===== config.mk =====
export PLATFORM = sky130hd
export DESIGN_NAME = msrv32_lu
export DESIGN_NICKNAME = d
export VERILOG_FILES = /design/src/rtl/msrv32_pkg.sv /design/src/rtl/msrv32_lu_extract.sv /design/src/rtl/msrv32_lu.sv
export SDC_FILE = /design/constraint.sdc
export NUM_CORES = 1
export LEC_CHECK = 0
export BUFFER_PORTS_ARGS = -buffer_cell sky130_fd_sc_hd__buf_2
export CAP_MARGIN = 20
export CELL_PAD_IN_SITES_DETAIL_PLACEMENT = 1
export CELL_PAD_IN_SITES_GLOBAL_PLACEMENT = 2
export CORE_MARGIN = 10
export CORE_UTILIZATION = 25
export DETAILED_ROUTE_END_ITERATION = 7
export PLACE_DENSITY_LB_ADDON = 0.1
export SLEW_MARGIN = 0
export SYNTH_ARGS = -nofsm -noshare
export SYNTH_HDL_FRONTEND = slang
export SYNTH_HIERARCHICAL = 1
export SYNTH_SLANG_ARGS = --single-unit

===== constraint.sdc =====
create_clock -name clk_in -period 1.55 [get_ports clk_in]
set_clock_uncertainty 0.15 [all_clocks]
set_input_delay 0.155 -clock clk_in [delete_from_list [all_inputs] [get_ports clk_in]]
set_output_delay 0.155 -clock clk_in [all_outputs]
set_load 0.05 [all_outputs]

===== src/rtl/msrv32_pkg.sv =====
// Shared constants for the MSRV32 core: datapath width and load-size encodings.
package msrv32_pkg;

    localparam int XLEN = 32;

    localparam logic [1:0] LS_BYTE = 2'b00;
    localparam logic [1:0] LS_HALF = 2'b01;
    localparam logic [1:0] LS_WORD = 2'b10;

endpackage


===== src/rtl/msrv32_lu_extract.sv =====
// Combinational byte/halfword/word selection and sign/zero extension for loads.
module msrv32_lu_extract
    import msrv32_pkg::*;
(
    input  logic [1:0]      size_i,
    input  logic            load_unsigned_i,
    input  logic [XLEN-1:0] data_i,
    input  logic [1:0]      offset_i,
    input  logic            resp_i,
    output logic [XLEN-1:0] result_o
);

    logic [7:0]  byteSel;
    logic [15:0] halfSel;
    logic        byteFill;
    logic        halfFill;

    always_comb begin
        byteSel = data_i[7:0];
        case (offset_i)
            2'b00:   byteSel = data_i[7:0];
            2'b01:   byteSel = data_i[15:8];
            2'b10:   byteSel = data_i[23:16];
            default: byteSel = data_i[31:24];
        endcase
    end

    // Offset bit 0 is deliberately ignored: misaligned halfwords fold onto the aligned one.
    assign halfSel  = offset_i[1] ? data_i[31:16] : data_i[15:0];
    assign byteFill = ~load_unsigned_i & byteSel[7];
    assign halfFill = ~load_unsigned_i & halfSel[15];

    always_comb begin
        result_o = data_i;
        if (resp_i) begin
            result_o = '0;
        end else begin
            case (size_i)
                LS_BYTE: result_o = {{(XLEN-8){byteFill}}, byteSel};
                LS_HALF: result_o = {{(XLEN-16){halfFill}}, halfSel};
                default: result_o = data_i;
            endcase
        end
    end

endmodule


===== src/rtl/msrv32_lu.sv =====
// MSRV32 load unit: registers the extended load result for register-file write-back.
module msrv32_lu
    import msrv32_pkg::*;
(
    input  logic            clk_in,
    input  logic            rst_in,
    input  logic [1:0]      load_size_in,
    input  logic            load_unsigned_in,
    input  logic [XLEN-1:0] data_in,
    input  logic [1:0]      iadder_1_to_0_in,
    input  logic            ahb_resp_in,
    output logic [XLEN-1:0] lu_output
);

    logic [XLEN-1:0] result_d;
    logic [XLEN-1:0] result_q;

    msrv32_lu_extract uExtract (
        .size_i          (load_size_in),
        .load_unsigned_i (load_unsigned_in),
        .data_i          (data_in),
        .offset_i        (iadder_1_to_0_in),
        .resp_i          (ahb_resp_in),
        .result_o        (result_d)
    );

    always_ff @(posedge clk_in) begin
        if (rst_in) begin
            result_q <= '0;
        end else begin
            result_q <= result_d;
        end
    end

    assign lu_output = result_q;

endmodule


### After elaboration in Yosys (flattened, before gate mapping)

Cells that the tools add are included.

| storage, ports and cells | value |
|---|---|
| input bits | 40 |
| register bits after elaboration | 32 |

| operators by class | value |
|---|---|
| reductions and logical operators | 3 |
| eq/ne operators | 3 |
| bitwise operators | 3 |
| muxes and demuxes | 3 |

Operators by type and width:

| operator | count |
|---|---|
| case mux 32 bit (2 select lines) | 1 |
| case mux 8 bit (3 select lines) | 1 |
| 2-to-1 mux 16 bit | 1 |
| == test 2 x 1 -> 1 bit, second input constant | 2 |
| zero test 2 bit | 2 |
| bitwise AND 1 bit | 2 |
| == test 2 bit, second input constant | 1 |
| OR reduction 2 bit | 1 |
| inverter 1 bit | 1 |

### Logic depth before layout (Yosys ltp)

| logic depth | value |
|---|---|
| depth in word-level cells | 4 |
| gate-level depth with buffers | 7 |
| depth with buffers taken out | 4 |

### Hierarchy

Netlist, hierarchy kept.

Modules (own cells, without submodules):

| module | seq. area each (um2) | area an instance (um2) | cells an instance | instances |
|---|---|---|---|---|
| msrv32_lu_extract | 0.0 | 1071.0 | 143 | 1 |
| msrv32_lu | 640.6 | 863.3 | 67 | 1 |

### Worst setup path before layout

No wires, ideal clock.

| path | value |
|---|---|
| path kind | input-to-reg |
| from | input port load_size_in[1] |
| to | register result_q[21], in the netlist lu_output[21] |
| setup time | 0.114 ns |
| path slack | 0.076 ns |
| arrival | 1.211 ns |
| stages | 7 |
| cell sequence | buf_4 > nor2b_1 > buf_4 > a32oi_4 > buf_6 > a221oi_2 > nor2b_1 |

| between the ends | value |
|---|---|
| longest elaborated chain between the ends | 2 |

RTL lines:

| what | RTL line | RTL |
|---|---|---|
| from (decl) | msrv32_lu.sv:7 | `input logic [1:0] load_size_in,` |
| == test 2 x 1 -> 1 bit / zero test 2 bit (equally long branches) | msrv32_lu_extract.sv:38 | `case (size_i)` |
| case mux 32 bit (2 select lines) (*) | msrv32_lu_extract.sv:38 |  |
| to (signal assigned) | msrv32_lu.sv:31 | `result_q <= result_d;` |
| to (decl) | msrv32_lu.sv:16 | `logic [XLEN-1:0] result_q;` |

Every way passes the cells marked *; elsewhere a longest branch is shown, timed or not.
A chain may end at the register's enable or synchronous reset.

### Final worst setup path

| path | value |
|---|---|
| from | input port iadder_1_to_0_in[0] |
| to | register result_q[10], in the netlist lu_output[10] |

| between the ends | value |
|---|---|
| longest elaborated chain between the ends | 4 |

RTL lines:

| what | RTL line | RTL |
|---|---|---|
| from (decl) | msrv32_lu.sv:10 | `input logic [1:0] iadder_1_to_0_in,` |
| == test 2 bit (tied with other cells) | msrv32_lu_extract.sv:20 | `case (offset_i)` |
| case mux 8 bit (3 select lines) (*) | msrv32_lu_extract.sv:20 |  |
| bitwise AND 1 bit (*) | msrv32_lu_extract.sv:30 | `assign byteFill = ~load_unsigned_i & byteSel[7];` |
| case mux 32 bit (2 select lines) (*) | msrv32_lu_extract.sv:38 |  |

Marks and branches as above.

==> flow_summary.ini <==
[floorplan]
die_h_um = 108
initial_core_util_pct = 25.4
fp.dieW_um = 108
core_area_um2 = 7610
fp-row-count = 32
floorplan.die_area_um2 = 11700
io-pin-count = 72

[job]
drv_cap = 0

[finish]
largest_reg_flops = 32
syn2layout_area_growth_pct = 33.4
fill_cells = 933
fin_nets = 328
final_core_util_pct = 33.9
design_area_um2 = 2580
drive_gt1_share_pct = 44.6
diodes = 0

[sta]
timing.hold.ws_ns = 0.115
fin_crit_sh_pct = 90.6
tightestPinTransition_ns = 0.563
report.final.slew_viol_count = 0
hold_viol = 0
setup_tns_ns = 0
setup_violations = 0
max_freq_mhz = 712
max_slew_margin_pct = 62.5
rsz0062_at_grt = false
period_minus_slack_ns = 1.40

[hold_path]
min_path_type = in -> reg
hold_depth = 4
hold_end = lu_output[19]
worstHoldStart = data_in[19]

[critical_path]
critical_path_class = in -> reg
cp.arrival_ns = 1.41
worstPathRequired_ns = 1.56
endpoint_kind = register
start_kind = input pin
path_max_fanout = 13

[logic_synthesis]
synth_top_area_share_pct = 33.1
yosys-top-cells-area = dfxtp_1 (33%), nor2b_1 (16%), a221oi_2 (8.5%), mux2_2 (5.8%), a222oi_1 (4.1%)
syn_inst = 210
netlist_area_um2 = 1930
synth_mux_area_share_pct = 5.82
ys_types = 30
synth_top_family_by_area = compound AO/OA/AOI/OAI gates
syn_avg_cell_area_um2 = 9.21
ys_ff_latch = 32
synth_largest_area_cell = dfxtp_1
yosys.area_share.adder_pct = 0
yosys_warnings = 6
synth-xor-area-share_pct = 0
synth_compound_area_share_pct = 27.3
yosys.area_share.simple_pct = 26.6
synth_nets = 250
yosysSeqAreaShare_pct = 33.1

[pwr]
clock_power_share_pct = 31.3
intPower_mw = 1.45
p_sw_share_pct = 32.7
p_sw_mw = 0.706
power.total_mw = 2.16
sequentialPowerShare_pct = 40.2
power_density_nw_per_um2 = 836
leakage_nw = 1.13
peakVddDrop_mv = 0.309
combPwrFrac_pct = 28.5

[cts]
cts_buffers = 5
clock-root-buffer = clkbuf_8
htreeDepth = 2
postCtsSetupRepairBufs = 0
cts_resized = 0
clockBufferDepth = 2
postCtsHoldBufs = 0
path_clk_slew_ns = 0.07
tritoncts = yes
clock-sinks = 32

[global_routing]
grt-ovfl-total = 0
antenna_found_initial = 0
grt_pass1_wl_mm = 10.5
grt_pass1_vias = 1979
grtUsageTotal_pct = 11.3
grt_max_degree = 33

[place]
dp_hpwl_mm = 5.33
port_buffers = 71
placed_cell_area_um2 = 2490
gp_congestion = 0.809

[routing]
routed_wl_mm = 6.80
drtIter0Drc = 58
wire_per_inst_um = 17.4
vias = 1868
drt_pass1_iterations = 6
drc_errors = 0
ant_nets = 0
vias_per_cell = 4.78

[status]
status = completed
[layout by cell type (no fill, tap or decap), drive strengths merged, types with 2 or more instances in the layout]
cell	n
o22ai	8
nor2b	49
or2	2
clkinv	2
nand2	15
and3b	7
and2	8
a221oi	15
o21ai	8
a22oi	7
clkbuf	6
mux2	10
a21oi	8
buf	95
dfxtp	32
a222oi	8
[cell type report]
class	count	area (µm²)	area share [%]
Clock buffer	6	82.6	3.20
Clock inverter	2	10.0	0.388
Multi-Input combinational cell	153	1160	44.8
Tap cell	102	128	4.94
Sequential cell	32	641	24.8
Timing Repair Buffer	95	561	21.7
Inverter	1	3.75	0.145
[kinds of logic after synthesis]
kind of cell | count (synthesis)
AND/OR/NAND/NOR | 85
buffers and inverters | 25
flip-flops | 32
AO/OA/AOI/OAI | 58
multiplexers | 10
[cell usage after synthesis]
cell type / instances
or2_2: 1
nand2b_1: 1
buf_1: 2
mux2_2: 10
nor3_1: 1
clkbuf_1: 11
nand3_1: 1
nor3b_2: 1
o22ai_1: 8
inv_1: 1
a21oi_4: 1
a21boi_0: 1
a221oi_1: 4
a222oi_1: 8
a21oi_1: 7
a221oi_2: 11
dfxtp_1: 32
a22oi_1: 7
a32oi_4: 1
a211oi_2: 1
buf_2: 2
o21ai_0: 8
buf_4: 7
and3b_1: 7
and2_1: 8
buf_6: 2
or2_1: 1
a31oi_1: 1
nor2b_1: 49
nand2_1: 15
[worst max path at each step]
stage                                   start             to  slack [ns]
final                     iadder_1_to_0_in[0]  lu_output[10]        0.15
after global routing      iadder_1_to_0_in[0]  lu_output[10]        0.07
after CTS                 iadder_1_to_0_in[0]  lu_output[10]        0.15
after detailed placement  iadder_1_to_0_in[0]  lu_output[10]       -0.16
after global placement    iadder_1_to_0_in[0]  lu_output[14]       -0.11
after floorplan               load_size_in[1]  lu_output[21]        0.08
[power groups by stage]
stage / Sequential [mW] / Combinational, mW / Clock [mW]
after floorplan: 1.02 / 0.280 / 0
after global placement: 0.885 / 0.620 / 0
after detailed placement: 0.886 / 0.622 / 0
after CTS: 0.867 / 0.625 / 0.716
after global routing: 0.870 / 0.666 / 0.751
final: 0.867 / 0.615 / 0.676
[layer usage]
metal | track usage [%] | part of all wire, % | vias up
met5 | 0 | 0 | -
met4 | 3.15 | 0.93 | 0
met3 | 4.76 | 7.9 | 5
met2 | 18.6 | 48 | 53
met1 | 13.2 | 43 | 892
li1 | - | - | 918
[through the flow]
step | instances | setup slack, ns
6_report | 391 | 0.146
5_1_grt | 391 | 0.0673
4_1_cts | 391 | 0.151
3_5_place_dp | 383 | -0.155
3_3_place_gp | 383 | -0.106
2_1_floorplan | 210 | 0.0756
[worst max-delay path, stage by stage]
cell	delay [ns]
buf_2	0.13
mux2_2	0.36
a32oi_4	0.24
buf_4	0.26
o22ai_1	0.12
nor2b_1	0.15
(Power assumes the default switching activity.)
